==> config.mk <==
export PLATFORM = sky130hd
export DESIGN_NAME = square_shift_add_flat
export DESIGN_NICKNAME = d
export VERILOG_FILES = /design/src/rtl/square_shift_add_if.sv /design/src/rtl/square_shift_add.sv /design/src/flat_wrapper.sv
export SDC_FILE = /design/constraint.sdc
export NUM_CORES = 1
export LEC_CHECK = 0
export BUFFER_PORTS_ARGS = -buffer_cell sky130_fd_sc_hd__buf_2
export CORE_ASPECT_RATIO = 1.2
export CORE_MARGIN = 3
export CORE_UTILIZATION = 33
export DETAILED_ROUTE_END_ITERATION = 10
export SETUP_SLACK_MARGIN = 0.5
export SLEW_MARGIN = 30
export SYNTH_ARGS = -nofsm -noshare
export SYNTH_HDL_FRONTEND = slang
export SYNTH_SLANG_ARGS = --single-unit
==> constraint.sdc <==
create_clock -name clk -period 4.1 [get_ports clk]
set_input_delay 0.82 -clock clk [delete_from_list [all_inputs] [get_ports clk]]
set_output_delay 0.82 -clock clk [all_outputs]
set_load 0.005 [all_outputs]
==> src/rtl/square_shift_add_if.sv <==
// Start/done handshake bundle for the shift-and-add squarer.
interface square_shift_add_if #(
   parameter int unsigned WIDTH = 32
);
   logic             start;
   logic [WIDTH-1:0] x;
   logic [WIDTH-1:0] y;
   logic             done;
   logic             overflow;
   logic             busy;

   modport master (
      output start, x,
      input  y, done, overflow, busy
   );

   modport slave (
      input  start, x,
      output y, done, overflow, busy
   );
endinterface

==> src/rtl/square_shift_add.sv <==
// Iterative squarer: |x|^2 over WIDTH shift-and-add steps, saturating to the
// positive signed range with an overflow flag.
module square_shift_add #(
   parameter int unsigned WIDTH = 32
) (
   input logic              clk,
   input logic              rst,
   square_shift_add_if.slave bus
);
   localparam int unsigned CW = $clog2(WIDTH + 1);

   typedef enum logic {IDLE, RUN} state_t;

   state_t               state, state_n;
   logic [2*WIDTH-1:0]   mcand, mcand_n;
   logic [2*WIDTH-1:0]   acc, acc_n;
   logic [WIDTH-1:0]     mplier, mplier_n;
   logic [WIDTH-1:0]     y_q, y_n;
   logic [WIDTH-1:0]     a;
   logic [CW-1:0]        cnt, cnt_n;
   logic                 ov_q, ov_n;
   logic                 done_q, done_n;

   // Most negative input wraps to 2^(WIDTH-1), which is exactly its magnitude.
   always_comb a = bus.x[WIDTH-1] ? (~bus.x + 1'b1) : bus.x;

   always_comb begin
      state_n  = state;
      mcand_n  = mcand;
      acc_n    = acc;
      mplier_n = mplier;
      cnt_n    = cnt;
      y_n      = y_q;
      ov_n     = ov_q;
      done_n   = 1'b0;
      case (state)
         IDLE: begin
            if (bus.start) begin
               mcand_n  = {{WIDTH{1'b0}}, a};
               mplier_n = a;
               acc_n    = '0;
               cnt_n    = '0;
               state_n  = RUN;
            end
         end
         RUN: begin
            // The cycle after the last step only resolves saturation.
            if (cnt == CW'(WIDTH)) begin
               ov_n    = |acc[2*WIDTH-1:WIDTH-1];
               y_n     = ov_n ? {1'b0, {(WIDTH-1){1'b1}}} : acc[WIDTH-1:0];
               done_n  = 1'b1;
               state_n = IDLE;
            end else begin
               if (mplier[0]) acc_n = acc + mcand;
               mcand_n  = mcand << 1;
               mplier_n = mplier >> 1;
               cnt_n    = cnt + 1'b1;
            end
         end
         default: state_n = IDLE;
      endcase
   end

   always_ff @(posedge clk) begin
      if (!rst) begin
         state  <= IDLE;
         mcand  <= '0;
         acc    <= '0;
         mplier <= '0;
         cnt    <= '0;
         y_q    <= '0;
         ov_q   <= 1'b0;
         done_q <= 1'b0;
      end else begin
         state  <= state_n;
         mcand  <= mcand_n;
         acc    <= acc_n;
         mplier <= mplier_n;
         cnt    <= cnt_n;
         y_q    <= y_n;
         ov_q   <= ov_n;
         done_q <= done_n;
      end
   end

   assign bus.y        = y_q;
   assign bus.done     = done_q;
   assign bus.overflow = ov_q;
   assign bus.busy     = (state == RUN);
endmodule

==> src/flat_wrapper.sv <==
// flat-port wrapper written by rule: the top's interface ports become plain ports
module square_shift_add_flat 
#(
   parameter int unsigned WIDTH = 32
)
  (clk, rst, bus_start, bus_x, bus_y, bus_done, bus_overflow, bus_busy);
  square_shift_add_if #(.WIDTH(WIDTH)) bus_i ();
  input logic clk;
  input logic rst;
  input wire logic [$bits(bus_i.start)-1:0] bus_start;
  input wire logic [$bits(bus_i.x)-1:0] bus_x;
  output wire logic [$bits(bus_i.y)-1:0] bus_y;
  output wire logic [$bits(bus_i.done)-1:0] bus_done;
  output wire logic [$bits(bus_i.overflow)-1:0] bus_overflow;
  output wire logic [$bits(bus_i.busy)-1:0] bus_busy;
  assign bus_i.start = bus_start;
  assign bus_i.x = bus_x;
  assign bus_y = bus_i.y;
  assign bus_done = bus_i.done;
  assign bus_overflow = bus_i.overflow;
  assign bus_busy = bus_i.busy;
  square_shift_add #(.WIDTH(WIDTH)) u_core (.clk(clk), .rst(rst), .bus(bus_i));
endmodule
==> impl_metrics.ini <==
[yosys]
synth_warnings = 0
ys.flop_type = dfxtp_1
syn_area_um2 = 11600
avgSynthCellArea_um2 = 7.94
yosysSeqAreaShare_pct = 34.7
synth_nets = 1561
synth_area_leaders = dfxtp_1 (35%), a21oi_1 (8.0%), ha_1 (7.1%), o21ai_0 (5.7%), nand2_1 (5.5%)
ys_types = 66
synth_top_cell_area_share_pct = 34.7
synth-edff-count = 0
synth-seq-cells = 201
yosysTopAreaCell = dfxtp_1
syn_inst = 1459
async_flop_share_pct = 0

[floorplanning]
fp.dieH_um = 211
dieArea_um2 = 37400
initial_core_util_pct = 33.7
fp.dieW_um = 177
coreArea_um2 = 34400
num_rows = 74
ios = 70

[critical_path]
cp_slowest_cell = fa_1
cpMostUsedCell = o2111ai_1
crit_arrival_ns = 3.87
critPathMaxFanout = 4
path_class = reg -> reg
crit_chain = ha_1 -> inv_1 -> fa_1 -> nor2b_1 -> o2111ai_1 -> a21oi_2 -> o2111ai_1 -> a31oi_2 -> o21ai_1 -> o21ai_2 -> a41o_1 -> a41oi_1 -> a211o_1
cp.required_ns = 4.51
crit_path_max_incr_delay_ns = 0.41
crit_path_end_kind = register
cp-start-kind = register

[cells_and_area]
drive_gt1_share_pct = 12.1
ff_latch_area_um2 = 4020
n_antenna_cell = 0
syn2layout_area_growth_pct = 13.4
multi_input_area_um2 = 7170
fillCellCount = 3542
final_nets = 1576

[timing]
max_freq_ghz = 0.289
final.period_utilization_pct = 84.4
rsz0062_at_grt = yes
slew_headroom_pct = 41.4
final_hold_viol_count = 0
clock_skew_ns = 0.0201
slew_violations = 0
fin_crit_ns = 3.46
worst_pin_slew_ns = 0.876
setup_ws_ns = 0.639
finalSetupViolCount = 0
fin_tns_setup_ns = 0

[power_and_ir_drop]
powerDensity_nw_per_um2 = 366
finalPower_w = 0.00481
vdd_drop_max_uv = 331
leakage_nw = 5.33

[grt]
grt_usage_pct = 17.0
grt_first_pass_wirelength_um = 52900
grt_pass1_vias = 10300
grt.overflow.total = 0
grt_max_degree = 78
grt_antenna_before_repair = 0

[placed_design]
place_hpwl_um = 23400
place_ws_ns = 0.480
portBuffers = 69
gp_congestion = 0.919

[clocking]
clock_path_buffers = 3
clk_pin_slew_worst_paths_ns = 0.06
cts-root-buf = clkbuf_16
clock_sinks = 201
h-tree-depth = 1
cts_tree = yes
clk_latency_ns = 0.53
cts_buffers = 24
holdBufCountCts = 0

[detailed_routing]
route.detailed.drc = 0
vias = 10700
antenna_left = 0
drt-vias-per-instance = 5.52
post_drt_wl_per_cell_um = 16.9
drtPass1Iterations = 7
wl_um = 32900
drt_iter0_markers = 740

[flow_run]
drv_cap = 0

[min_path]
worstHoldPathType = reg -> reg

[outcome]
outcome = completed
==> area by class of cell <==
type	count	area share, %
repair buffers	87	3.66
flip-flops and latches	201	30.6
inverters	21	0.600
multi-input cells	1139	54.5
clock inverters	8	0.980
well taps	456	4.34
clock buffers	35	5.26
==> worst max-delay path, delay by kind of cell, from the launching register on <==
family,cells,cell delay [ns]
flip-flops,1,0.35
AND/OR/NAND/NOR,1,0.17
AO/OA/AOI/OAI,9,2.16
adder cells (fa/ha/maj),2,0.60
buffers and inverters,1,0.06
==> layout by cell type, fill, tap and decap left out, drive strengths merged, types with 43 or more instances in the layout <==
cell   instances
dfxtp        201
a21oi        185
nand2        170
o21ai        160
buf           87
nor2          85
nand3         84
ha            66
xnor2         45
xor2          43
==> state kept, by name, indices dropped and copies added, names as in the netlist <==
name	flops
u_core.acc	64
u_core.bus.busy	1
u_core.bus.done	1
u_core.bus.overflow	1
u_core.bus.y	32
u_core.cnt	6
u_core.mcand	64
u_core.mplier	32
==> synthesized netlist by cell type (8+ instances only) <==
master    number
dfxtp_1      201
o221a_2       31
nor2_1        85
clkbuf_1      88
or4_1          8
or3_1         11
a21o_1        37
a21oi_1      185
nand3_1       83
a211oi_1      11
o221a_1        8
and3_1         8
o21bai_1      12
nand4_1       18
nor2b_1       19
o211ai_1       8
xor2_1        43
o21ai_1       28
inv_1         19
ha_1          66
xnor2_1       45
o21ai_0      132
nand2_1      170
nor3_1        15
buf_1          8
nor4_1        10
a31oi_1       15
==> metrics by stage <==
step	util [%]	cells	hold WS, ns	cell area [um^2]
6_report	38.3	1947	0.450	13100
5_1_grt	38.3	1947	0.478	13100
4_1_cts	38.1	1945	0.452	13100
3_5_place_dp	35.7	1902	0.444	12300
3_3_place_gp	35.7	1902	0.440	12300
2_1_floorplan	-	1459	0.426	11600
==> routing by layer <==
metal | track usage, % | vias to the layer above | routed length, um | part of all wire, %
met4 | 5.53 | 0 | 1100 | 3.3
met3 | 2.19 | 67 | 1100 | 3.3
met2 | 30.7 | 193 | 16400 | 50
met1 | 21.0 | 5120 | 14300 | 43
met5 | 0 | - | 0 | 0
li1 | - | 5362 | - | -
==> path summary, 6_finish.rpt <==
kind / from / to / slack [ns] / cells past startpoint
worst min-delay path: u_core.mplier[31] / u_core.mplier[31] / 0.45 / 2
worst min register to register: u_core.mplier[31] / u_core.mplier[31] / 0.45 / 2
worst max-delay path: u_core.acc[0] / u_core.acc[62] / 0.64 / 13
worst max register to register: u_core.acc[0] / u_core.acc[62] / 0.64 / 13
==> kinds of logic after synthesis <==
| family | count (synthesis) | synth area share, % |
|---|---|---|
| AOI/OAI and AO/OA | 530 | 28.8 |
| and+or+nand+nor | 454 | 18.6 |
| DFF | 201 | 34.7 |
| buffers and inverters | 119 | 3.88 |
| xor gates and xnor gates | 88 | 6.65 |
| adders and majority gates | 67 | 7.30 |
==> power breakdown <==
part	switching, W	internal [W]
logic	0.000355	0.000173
registers	0.0000658	0.00203
clock network	0.000832	0.00136
total	0.00125	0.00356
==> what timing repair did <==
action,in CTS,in global routing
resized for setup,0,6
endpoints found under the setup margin,0,8
buffers inserted,0,2
Note: power is estimated with default switching activity, not from simulation.
